<file path="config.mk">
export PLATFORM = sky130hd
export DESIGN_NAME = led_bank_arbiter
export DESIGN_NICKNAME = d
export VERILOG_FILES = /design/src/rtl/led_bank_arbiter.sv
export SDC_FILE = /design/constraint.sdc
export NUM_CORES = 1
export LEC_CHECK = 0
export BUFFER_PORTS_ARGS = -buffer_cell sky130_fd_sc_hd__buf_2
export CAP_MARGIN = 20
export CORE_MARGIN = 2
export CORE_UTILIZATION = 25
export CTS_CLUSTER_SIZE = 28
export DETAILED_ROUTE_END_ITERATION = 10
export GPL_TIMING_DRIVEN = 1
export SYNTH_ARGS = -nofsm -noshare
export SYNTH_HDL_FRONTEND = slang
export SYNTH_SLANG_ARGS = --single-unit
export TNS_END_PERCENT = 1
</file>
<file path="constraint.sdc">
create_clock -name clk -period 3.33 [get_ports clk]
set_input_delay 0.1665 -clock clk [delete_from_list [all_inputs] [get_ports clk]]
set_output_delay 0.1665 -clock clk [all_outputs]
set_load 0.01 [all_outputs]
</file>
<file path="src/rtl/led_bank_arbiter.sv">
// rtl/led_bank_arbiter.sv - round-robin arbiter sharing an LED bank, gray-code idle pattern
module led_bank_arbiter #(
    parameter int N_REQ     = 4,
    parameter int N_LED     = 5,
    parameter int LOG2DELAY = 22,
    parameter int MAX_HOLD  = 1024
) (
    input  logic                     clk,
    input  logic                     resetn,
    input  logic [N_REQ-1:0]         req,
    input  logic [N_REQ-1:0]         rel,
    input  logic [N_REQ*N_LED-1:0]   pat,
    output logic [N_REQ-1:0]         gnt,
    output logic                     busy,
    output logic [N_LED-1:0]         leds,
    output logic                     timeout
);
    localparam int CW = N_LED + LOG2DELAY;
    localparam int PW = (N_REQ > 1) ? $clog2(N_REQ) : 1;
    localparam int HW = (MAX_HOLD > 1) ? $clog2(MAX_HOLD) : 1;
    localparam logic [HW-1:0] HOLD_LAST = HW'(MAX_HOLD - 1);
    localparam logic [PW-1:0] OWNER_LAST = PW'(N_REQ - 1);

    typedef enum logic [1:0] {
        S_IDLE  = 2'd0,
        S_GRANT = 2'd1,
        S_GAP   = 2'd2
    } state_t;

    state_t             r_state;
    logic [CW-1:0]      r_cnt;
    logic [PW-1:0]      r_ptr;
    logic [PW-1:0]      r_owner;
    logic [HW-1:0]      r_hold;
    logic [N_REQ-1:0]   r_gnt;
    logic               r_busy;
    logic [N_LED-1:0]   r_leds;
    logic               r_timeout;

    logic               w_found;
    logic [PW-1:0]      w_pick;
    logic [N_REQ-1:0]   w_pick_oh;
    logic [N_LED-1:0]   w_cnt_hi;
    logic [N_LED-1:0]   w_gray;
    logic [N_LED-1:0]   w_own_pat;
    logic               w_rel_own;
    logic               w_req_own;
    logic               w_hold_end;
    logic               w_end;

    // Rotating priority search starting at r_ptr
    always_comb begin
        int idx;
        w_found = 1'b0;
        w_pick  = '0;
        idx     = 0;
        for (int k = 0; k < N_REQ; k++) begin
            idx = int'(r_ptr) + k;
            if (idx >= N_REQ) begin
                idx = idx - N_REQ;
            end
            if (!w_found && req[idx]) begin
                w_found = 1'b1;
                w_pick  = PW'(idx);
            end
        end
    end

    assign w_pick_oh  = {{(N_REQ-1){1'b0}}, 1'b1} << w_pick;
    assign w_cnt_hi   = r_cnt[CW-1 -: N_LED];
    assign w_gray     = w_cnt_hi ^ (w_cnt_hi >> 1);
    assign w_own_pat  = pat[r_owner*N_LED +: N_LED];
    assign w_rel_own  = rel[r_owner];
    assign w_req_own  = req[r_owner];
    assign w_hold_end = (r_hold == HOLD_LAST);
    assign w_end      = w_rel_own || !w_req_own || w_hold_end;

    always_ff @(posedge clk or negedge resetn) begin
        if (!resetn) begin
            r_state   <= S_IDLE;
            r_cnt     <= '0;
            r_ptr     <= '0;
            r_owner   <= '0;
            r_hold    <= '0;
            r_gnt     <= '0;
            r_busy    <= 1'b0;
            r_leds    <= '0;
            r_timeout <= 1'b0;
        end else begin
            r_cnt     <= r_cnt + 1'b1;
            r_timeout <= 1'b0;
            case (r_state)
                S_IDLE: begin
                    r_leds <= w_gray;
                    if (w_found) begin
                        r_gnt   <= w_pick_oh;
                        r_owner <= w_pick;
                        r_hold  <= '0;
                        r_busy  <= 1'b1;
                        r_state <= S_GRANT;
                    end
                end
                S_GRANT: begin
                    if (w_end) begin
                        r_state   <= S_GAP;
                        r_gnt     <= '0;
                        r_busy    <= 1'b0;
                        r_leds    <= '0;
                        r_ptr     <= (r_owner == OWNER_LAST) ? '0 : r_owner + 1'b1;
                        // A timeout only counts when the owner did not let go on its own
                        r_timeout <= w_hold_end && !w_rel_own && w_req_own;
                    end else begin
                        r_leds <= w_own_pat;
                        r_hold <= r_hold + 1'b1;
                    end
                end
                S_GAP: begin
                    r_leds  <= w_gray;
                    r_state <= S_IDLE;
                end
                default: begin
                    r_state <= S_IDLE;
                end
            endcase
        end
    end

    assign gnt     = r_gnt;
    assign busy    = r_busy;
    assign leds    = r_leds;
    assign timeout = r_timeout;
endmodule

</file>
Yosys cells after proc, flatten, opt, wreduce, memory -nomap -nowiden
Index checks and enable logic that the tools add are counted.
- register bits: 54
- bits in latches: 0
- bits in writable memories: 0
- memory bits (read-only): 0
- input bits: 30
- output and inout port bits: 11
- memories: 0
- $add $sub $neg: 10
- multipliers: 1
- div/mod/pow operators: 0
- $lt $le $gt $ge: 9
- eq/ne operators: 7
- shift operators: 2
- multiplexer cells: 45
- bitwise logic cells: 1
- reduce and logical (&&, ||, !) cells: 21
- operators with widths (operator ; count):
    $lt A32 B4 Y1 const B ; 4
    $mux W32 ; 4
    $add A27 B1 Y27 const B ; 1
    $mux W10 ; 2
    $pmux W10 S2 ; 1
    $shiftx A20 B6 Y5 ; 1
    $mux W1 ; 18
    $mux W2 ; 7
    $bmux W1 S2 ; 6
    $sub A3 B3 Y4 const B ; 3
    $add A10 B1 Y10 const B ; 1
    $eq A10 B10 Y1 const B ; 1
    $pmux W5 S2 ; 1
    $ge A3 B3 Y1 const B ; 3
    $mux W4 ; 2
    $pmux W4 S2 ; 1
    $add A2 B2 Y3 const B ; 2
    $ne A2 B2 Y1 const B ; 3
    $reduce_and A2 Y1 ; 3
    $reduce_and A3 Y1 ; 2
    $logic_and A1 B1 Y1 ; 5
    $logic_not A1 Y1 ; 5
    $mul A2 B3 Y5 const B ; 1
    $mux W5 ; 1
    15 further kinds ; 18

Longest topological paths before layout
Gate-level depths: netlist (run 1).
- depth after elaboration: 18
- depth in mapped cells: 7

Worst setup path before layout (run 1)
Ideal clock, no wire load.
- kind: reg2reg
- start point: reg r_owner[1]
- end point: reg r_ptr[0]
- library setup time: 74 ps
- arrival: 1680 ps
- data required time: 3256 ps
- slack: 1576 ps
- stages on the path, launching flop included: 7
- path buffers: 2
- period minus slack after synthesis: 1754 ps
- cells stage by stage: dfrtp_1 > buf_4 > mux4_2 > a21bo_1 > buf_6 > or3_1 > o21ai_2
- word-level cells in the longest chain between the ends: 6
- elaborated cells between the ends (all ways): 10
- those cells by class: eq/ne: 1; mux: 5; reduce/logical: 4
- RTL lines (item ; RTL line ; RTL):
    start: declaration ; 33 ; logic [PW-1:0] r_owner;
    start signal: assignment ; 97 ; r_owner <= w_pick;
    $bmux W1 S2 ; 74 ; assign w_req_own = req[r_owner];
    $mux W1 (implied by the code) ; 74 ;
    $logic_not A1 Y1 ; 76 ; assign w_end = w_rel_own || !w_req_own || w_hold_end;
    $logic_or A1 B1 Y1 (2 in a row) ; 76 ;
    $reduce_and A2 Y1 (no source line) ; n/a ;
    end signal: assignment ; 109 ; r_ptr <= (r_owner == OWNER_LAST) ? '0 : r_owner + 1'b1;
    end: declaration ; 32 ; logic [PW-1:0] r_ptr;
Parallel ways exist; a longest one is shown, timed or not. The select of a mux whose other input is x is not followed.
A chain may end at the register's enable or synchronous reset.

Final worst setup path (run 1)
- start point: reg r_owner[1]
- end point: reg r_hold[7]
- word-level cells in the longest chain between the ends: 7
- elaborated cells between the ends (all ways): 9
- those cells by class: eq/ne: 1; mux: 4; reduce/logical: 4
- RTL lines (item ; RTL line ; RTL):
    $bmux W1 S2 ; 74 ;
    $mux W1 (implied by the code) ; 74 ;
    $logic_not A1 Y1 ; 76 ;
    $logic_or A1 B1 Y1 (*) (2 in a row) ; 76 ;
    $ne A2 B2 Y1 (no source line) (*) ; n/a ;
    $reduce_and A3 Y1 (no source line) (*) ; n/a ;
    end signal: assignment ; 114 ; r_hold <= r_hold + 1'b1;
    end: declaration ; 34 ; logic [HW-1:0] r_hold;
Mark *: on every way between the ends. The rest lies on a longest branch, timed or not. The select of a mux whose other input is x is not followed.

==> results of run 1 <==
==> state kept, by name (all words and copies together), names as in the netlist <==
| signal | cells |
|---|---|
| r_cnt | 27 |
| r_hold | 10 |
| leds | 5 |
| gnt | 4 |
| r_owner | 2 |
| r_ptr | 2 |
| r_state | 2 |
| busy | 1 |
| timeout | 1 |
==> cells in the final DEF (no fill, tap or decap), drive strengths merged, types with 2 or more instances in the layout <==
cell type and instances:
clkbuf 7, and4 4, ha 6, o211ai 2, dfrtp 54, o21ai 14
nand2 28, o41ai 2, nand3 19, a32o 2, nand4 6, inv 10
xnor2 20, mux2i 3, nor2 9, xor2 6, and3 4, o311ai 2
or3 4, a21oi 6, nor3 2, mux4 6, o31ai 5, or4 3
buf 42, nor2b 6
==> stage by stage <==
stage	cells	cell area, um^2
after floorplan	243	2639
after global placement	412	2977
after detailed placement	412	2977
after CTS	421	3092
after global routing	421	3092
final	421	3092
==> worst register-to-register path, stage by stage, from the launching register on <==
cell     delay [ns]
dfrtp_1        0.51
mux4_2         0.42
nand3_1        0.23
buf_4          0.27
or4_2          0.54
a21oi_1        0.17
==> report_power, final <==
group | internal (mW) | switching [mW] | total (mW)
Combinational | 0.232 | 0.272 | 0.504
Clock | 0.191 | 0.209 | 0.400
Sequential | 0.747 | 0.110 | 0.858
==> path summary, 6_finish.rpt <==
check	start	end
min in group asynchronous	resetn	r_cnt[18]
worst max-delay path	r_owner[1]	r_hold[7]
worst min register to register	r_cnt[18]	r_cnt[18]
worst min-delay path	req[3]	gnt[0]
max in group asynchronous	resetn	gnt[3]
worst max register to register	r_owner[1]	r_hold[7]
==> cell families after synthesis <==
family	Yosys count
and+or+nand+nor	90
DFF	54
AOI/OAI and AO/OA	38
xor gates and xnor gates	26
buffers and inverters	19
muxes	10
adders and majority gates	6
==> per-layer routing <==
| layer | routed length (um) | global-route usage, % | up-vias |
|---|---|---|---|
| met5 | 0 | 0 | - |
| met4 | 24 | 1.948 | 0 |
| met3 | 235 | 2.188 | 2 |
| met2 | 2546 | 16.01 | 35 |
| met1 | 2607 | 13.17 | 944 |
| li1 | - | - | 946 |
==> final cells by class <==
class / instances / area [um^2]
fill: 1075 / 7186
sequential: 54 / 1351
multi-input combinational: 170 / 1202
timing repair buffer: 43 / 225.2
tap: 136 / 170.2
clock buffer: 7 / 96.34
inverter: 10 / 37.54
clock inverter: 1 / 8.758
==> impl_metrics.ini, run 1 <==
[yosys]
synth_edf_count = 0
synth_common_cells = 54 x dfrtp_1, 28 x nand2_1, 20 x xnor2_1
synth.area.top_cells = dfrtp_1 51%, xnor2_1 6.6%, mux4_2 5.1%, nand2_1 4.0%, nand3_1 3.6%
synthArstFlopShare_pct = 100.0
synth_area_um2 = 2639
synth_flop_cell = dfrtp_1
synth_xor_area_share_pct = 8.630
yosys.area_share.adder_pct = 2.845
synth_top_area_share_pct = 51.21
avgSynthCellArea_um2 = 10.86
synth_warnings = 0
syn_nets = 279
yosysSeqAreaShare_pct = 51.21
synthMuxAreaShare_pct = 6.686
ys_ff_latch = 54
yosysMostFrequentCell = dfrtp_1
synth_compound_area_share_pct = 9.483
synth_top_area_cell = dfrtp_1
synth_simple_gate_area_share_pct = 17.92
yosysUniqueCellTypes = 43
synth_top_family_by_area = simple AND/OR/NAND/NOR gates
syn_inst = 243

[clocking]
clk_pin_slew_worst_paths_ns = 0.10
root_buffer = clkbuf_8
ctsResizeCount = 0
cts_max_level = 2
clk_path_buf_depth = 2
postCtsHoldBufs = 1
tritoncts = yes
cts.sinks = 54
cts_setup_buffers = 0
clk_latency_ns = 0.31
cts-buffers-inserted = 5

[floorplan]
fp.dieW_um = 106.7
start_util_pct = 25.68
core.rowCount = 37
die_height_um = 106.7
die-area_um2 = 11390
io_pins = 41
coreArea_um2 = 10280

[finish]
area_growth_pct = 17.16
final_core_util_pct = 30.08
antenna_cells = 0
drive_gt1_share_pct = 21.75
fin_nets = 320

[detailed_routing]
vias_per_cell = 4.577
drc = 0
wire_per_inst_um = 12.86
routed_wl_um = 5414
drtPass1Iterations = 4
antenna_left = 0
vias = 1927
drt_iter0_drc = 106

[sta]
setup_viol = 0
worstMarginPinSlew_ns = 0.5913
min_period_ns = 2.215
max_freq_mhz = 451.5
fin_ws_ns = 1.115
period_share_pct = 66.52
tns_ns = 0
clock_skew_ns = 0.01440
holdWs_ns = 0.2722
slew_headroom_pct = 60.28
rsz0062_at_grt = false
drv_slew = 0
final-hold-violation-count = 0

[global_route]
overflow = 0
grt_first_pass_wirelength_um = 8811
grt_pass1_vias = 1827
grt_use_total_pct = 9.718
grt_max_degree = 34
antenna_found_initial = 0

[placement]
port_buffers = 40
gp_congestion = 0.7522
pre_cts_ws_ns = 1.163
hpwl_um = 4085

[critical_path]
cp_data_required_time_ns = 3.56
rrSetupSlack_ns = 1.11
rr_worst_depth = 5
cpPeakStageDelay_ns = 0.54
cp.arrival_ns = 2.44
path_cells = mux4_2 > nand3_1 > buf_4 > or4_2 > a21oi_1
slowest_stage = or4_2
path_class = reg -> reg
endpoint_kind = register
path_delay_family = simple AND/OR/NAND/NOR gates
worstPathMaxFanout = 16
worst_setup_path_start_kind = register
path_buf_inv = 1
cp.depth = 5

[min_path]
hold_depth = 4
hold_path.class = in -> reg

[power]
p_total_mw = 1.762
p_per_area_nw_per_um2 = 569.9
leakagePower_nw = 1.415
peakVddDrop_v = 0.0002386

[outcome]
outcome = completed

[run]
cap_violations = 0
Power figures use the tool's default switching activity.
==> inputs of run 2 (changes only) <==
--- a/config.mk
+++ b/config.mk
@@ -5,6 +5,7 @@
 export SDC_FILE = /design/constraint.sdc
 export NUM_CORES = 1
 export LEC_CHECK = 0
+export ABC_AREA = 1
 export BUFFER_PORTS_ARGS = -buffer_cell sky130_fd_sc_hd__buf_2
 export CAP_MARGIN = 20
 export CORE_MARGIN = 2
==> constraint.sdc (replaced) <==
create_clock -name clk -period 1.9 [get_ports clk]
set_input_delay 0.095 -clock clk [delete_from_list [all_inputs] [get_ports clk]]
set_output_delay 0.095 -clock clk [all_outputs]
set_load 0.01 [all_outputs]
==> impl_metrics.ini, run 2 <==
[critical_path]
rr_endpoint = r_hold[8]
rr_worst_depth = 11
critPathLaunch = r_ptr[1]
slowest_stage = dfrtp_1
worstSetupEndpoint = r_hold[8]
cp.arrival_ns = 1.88
endpoint_kind = register
cpPeakStageDelay_ns = 0.47
worst_setup_path_start_kind = register
worstPathMaxFanout = 19
path_cells = inv_2 > nand2_1 > nand2_1 > nand2_2 > nand2_4 > nor2_8 > nand3b_4 > nand2_4 > nand2_4 > nand2_1 > o21ai_2
cp_data_required_time_ns = 2.09
rrSetupSlack_ns = 0.21
r2r_start = r_ptr[1]
path_class = reg -> reg

[detailed_routing]
wire_per_inst_um = 11.18
vias = 2737
antenna_left = 0
drt_iter0_drc = 156
vias_per_cell = 4.365
drtPass1Iterations = 4
drc = 0
routed_wl_um = 7007

[clocking]
cts-buffers-inserted = 5
cts_max_level = 2
root_buffer = clkbuf_16
clk_latency_ns = 0.30
cts_setup_buffers = 0
tritoncts = yes
cts.sinks = 54
clk_path_buf_depth = 2
clk_pin_slew_worst_paths_ns = 0.07

[yosys]
synth_top_area_cell = dfrtp_1
yosysMostFrequentCell = nand2_1
synth_common_cells = 112 x nand2_1, 54 x dfrtp_1, 41 x nor2_1
synth_top_area_share_pct = 42.50
synth_warnings = 0
synthArstFlopShare_pct = 100.0
syn_inst = 402
synth.area.top_cells = dfrtp_1 43%, nand2_1 13%, xor2_1 6.6%, nand3_1 5.2%, nor2_1 4.8%
syn_nets = 438
ys_ff_latch = 54
yosysSeqAreaShare_pct = 42.50
synth_flop_cell = dfrtp_1
synth_area_um2 = 3179
synth_edf_count = 0
avgSynthCellArea_um2 = 7.909
yosysUniqueCellTypes = 34

[sta]
setup_viol = 0
max_freq_mhz = 590.4
rsz0062_at_grt = false
tns_ns = 0
clock_skew_ns = 0.009509
period_share_pct = 89.15
slew_headroom_pct = 53.86
min_period_ns = 1.694
drv_slew = 0
final-hold-violation-count = 0
worstMarginPinSlew_ns = 0.6920
holdWs_ns = 0.1974

[global_route]
grt_use_met1_pct = 14.25
grt_pass1_vias = 2733
antenna_found_initial = 0
grt_max_degree = 55
grt_first_pass_wirelength_um = 12140
overflow = 0
met3_usage_pct = 2.523
busiest_layer = met2
use_met2_pct = 19.31
grt_use_total_pct = 11.18

[finish]
layout_commonest_cell = nand2_1
stdcell_area_um2 = 3804
fin_nets = 490
final_cell_mix = 112 x nand2_1, 54 x dfrtp_1, 41 x nor2_1, 40 x buf_2, 39 x inv_1
stdcell_count = 627
antenna_cells = 0
regMostFlops = r_cnt
drive_gt1_share_pct = 18.02
largest_reg_flops = 27
area_growth_pct = 19.64

[floorplan]
core.rowCount = 41
die_height_um = 116.8
die-area_um2 = 13640
start_util_pct = 25.40
fp.dieW_um = 116.8
io_pins = 41
coreArea_um2 = 12520

[run]
cap_violations = 0

[power]
leakagePower_nw = 1.869
p_per_area_nw_per_um2 = 1167
peakVddDrop_v = 0.0004986

[placement]
hpwl_um = 5482
place_area_um2 = 3627
dp_cells = 618
gp_congestion = 0.8963
port_buffers = 40

[outcome]
outcome = completed

[min_path]
hold_path.class = in -> reg
==> run 2: cell type report <==
type                       instances  area (um^2)
clock buffer                       6        128.9
clock inverter                     2        37.54
fill                            1365         8713
inverter                          42        157.7
multi-input combinational        300         1628
sequential                        54         1351
tap                              172        215.2
timing repair buffer              51        285.3
==> run 2: report_power, final <==
group | leakage (nW) | internal, mW | switching [mW]
clock network | 0.0771 | 0.623 | 0.426
logic | 1.07 | 0.673 | 1.26
registers | 0.721 | 1.31 | 0.143
total | 1.87 | 2.61 | 1.83
==> run 2: worst min-delay path by stage <==
stage	endpoint	depth (start not counted)	slack (ns)	startpoint
after global routing	timeout	4	0.24	rel[3]
after CTS	leds[4]	5	0.20	pat[9]
after detailed placement	r_cnt[3]	2	0.27	resetn
final	leds[4]	5	0.20	pat[9]
after global placement	r_cnt[1]	2	0.27	resetn
after floorplan	busy	0	-0.20	resetn
==> run 2: critical path: cells and delay by family, from the launching register on <==
kind                   cells  cell delay (ns)
buffers and inverters      1             0.11
and+or+nand+nor            9             0.94
DFF                        1             0.47
AOI/OAI and AO/OA          1             0.05
==> run 2: logic make-up (layout without fill, tap and decap cells) <==
kind of cell	after synthesis	count (layout)	share of synthesized area, %
xor+xnor	32	32	8.815
fa+ha+maj	6	6	2.361
buf+inv	48	101	6.297
compound gates	29	29	6.100
simple gates	233	233	33.92
flops	54	54	42.50
==> run 2: what timing repair did <==
action | 4_1_cts | 5_1_grt
hold buffers | 1 | 0
resized for setup | 0 | 0
hold endpoints to repair | 54 | 0
==> run 2: per-stage QoR <==
stage / setup WS [ns] / utilization (%) / total power, mW
global placement: 0.2593 / 28.98 / 3.384
CTS: 0.1883 / 30.39 / 4.488
global route: 0.02819 / 30.39 / 4.783
detailed placement: 0.2056 / 28.98 / 3.423
floorplan: 0.3738 / - / 2.945
finish: 0.2061 / 30.39 / 4.438
==> run 2: routing by layer <==
metal	share of wire, %	routed length [um]
met1	46	3251
met2	50	3511
met3	2.9	204
met4	0.57	40
met5	0	0
==> inputs of run 3 (changes only) <==
--- a/config.mk
+++ b/config.mk
@@ -5,7 +5,6 @@
 export SDC_FILE = /design/constraint.sdc
 export NUM_CORES = 1
 export LEC_CHECK = 0
-export ABC_AREA = 1
 export BUFFER_PORTS_ARGS = -buffer_cell sky130_fd_sc_hd__buf_2
 export CAP_MARGIN = 20
 export CORE_MARGIN = 2
==> impl_metrics.ini, run 3 (synthesis gave the netlist of run 1 again) <==
[outcome]
outcome = completed

[clocking]
clk_pin_slew_worst_paths_ns = 0.10
root_buffer = clkbuf_8
cts.sinks = 54
clk_latency_ns = 0.31
tritoncts = yes
cts-buffers-inserted = 5
cts_max_level = 2
cts_setup_buffers = 0
clk_path_buf_depth = 2

[global_route]
grt_pass1_vias = 2024
grt_use_total_pct = 10.35
grt_first_pass_wirelength_um = 9487
overflow = 0
antenna_found_initial = 0
grt_max_degree = 55

[floorplan]
die_height_um = 106.7
fp.dieW_um = 106.7
start_util_pct = 25.68
die-area_um2 = 11390
coreArea_um2 = 10280
core.rowCount = 37
io_pins = 41

[finish]
regMostFlops = r_cnt
fillers = 1070
layout_commonest_cell = dfrtp_1
ff_latch_area_um2 = 1351
final_cell_mix = 54 x dfrtp_1, 40 x buf_2, 28 x nand2_1, 20 x xnor2_1, 19 x nand3_1
drive_gt1_share_pct = 25.34
multiInputGateArea_um2 = 1205
final_core_util_pct = 31.03
fin_nets = 331
largest_reg_flops = 27
antenna_cells = 0
area_growth_pct = 20.86

[detailed_routing]
drt_iter0_drc = 112
routed_wl_um = 5574
wire_per_inst_um = 12.90
vias_per_cell = 4.565
vias = 1972
drtPass1Iterations = 4
antenna_left = 0
drc = 0

[min_path]
hp-start = req[3]
hold_depth = 4
hold_end = gnt[1]
hold_path.class = in -> reg

[critical_path]
path_class = reg -> reg
critPathLaunch = r_hold[0]
cp_data_required_time_ns = 2.15
worst_setup_path_start_kind = register
worstPathMaxFanout = 8
rr_endpoint = r_ptr[0]
rrSetupSlack_ns = 0.12
r2r_start = r_hold[0]
cp.arrival_ns = 2.03
endpoint_kind = register
rr_worst_depth = 6

[sta]
clock_skew_ns = 0.008790
tns_ns = 0
max_freq_mhz = 560.3
rsz0062_at_grt = false
fin_ws_ns = 0.1153
period_share_pct = 93.93
setup_viol = 0
min_period_ns = 1.785
final-hold-violation-count = 0
drv_slew = 0
worstMarginPinSlew_ns = 0.6922
slew_headroom_pct = 53.85

[power]
leakagePower_nw = 1.466
peakVddDrop_v = 0.0004518
p_per_area_nw_per_um2 = 1046
p_total_mw = 3.336

[placement]
port_buffers = 40
gp_congestion = 0.7623
pre_cts_ws_ns = 0.09506
hpwl_um = 4113

[run]
cap_violations = 0
[run 3: cell types whose count changed in the layout (fill, tap and decap cells not counted), moves of 13 or more]
cell,change
inv_1,-29
nand2_1,-84
nand3_1,-14
nor2_1,-32
nor3_1,-13
xor2_1,-18
[run 3: timing repair]
item / in CTS / in global routing
hold endpoints to repair: 54 / 0
hold buffers: 1 / 0
setup endpoints to repair: 0 / 4
resized for setup: 0 / 2
[run 3: through the flow]
step	hold slack, ns	cell area (um^2)	cells
after floorplan	-0.2006	2639	243
after global placement	0.2795	3059	423
after detailed placement	0.2951	3059	423
after CTS	0.2131	3187	432
after global routing	0.2397	3189	432
final	0.2200	3189	432
[run 3: worst max path at each step]
| stage | endpoint | slack (ns) |
|---|---|---|
| final | r_ptr[0] | 0.12 |
| after CTS | r_ptr[0] | 0.08 |
| after detailed placement | r_hold[9] | 0.1 |
| after global routing | r_hold[5] | 0.01 |
| after global placement | r_hold[5] | 0.15 |
| after floorplan | r_ptr[0] | 0.15 |
[run 3: worst max-delay path, stage by stage, from the launching register on]
cell,delay [ns]
dfrtp_1,0.41
ha_2,0.23
nand3_1,0.08
or3_4,0.35
a21bo_2,0.26
or3_1,0.33
o21ai_2,0.06
[run 3: power breakdown]
part           internal [mW]  switching (mW)  leakage (nW)
Combinational          0.498           0.591         0.693
Clock                  0.402           0.406        0.0563
Sequential              1.31           0.128         0.717
Total                   2.21            1.13          1.47
[run 3: cell type report]
| class | count | share of cell area (%) |
|---|---|---|
| well taps | 136 | 5.335 |
| repair buffers | 54 | 9.651 |
| inverters | 10 | 1.177 |
| clock buffers | 5 | 2.158 |
| flip-flops and latches | 54 | 42.37 |
| clock inverters | 3 | 1.530 |
| multi-input cells | 170 | 37.78 |
[run 3: routing by layer]
layer	track usage [%]	up-vias	wire [um]
li1	-	975	-
met1	13.93	958	2790
met2	16.70	32	2502
met3	2.492	7	219
met4	2.783	0	62
met5	0	-	0
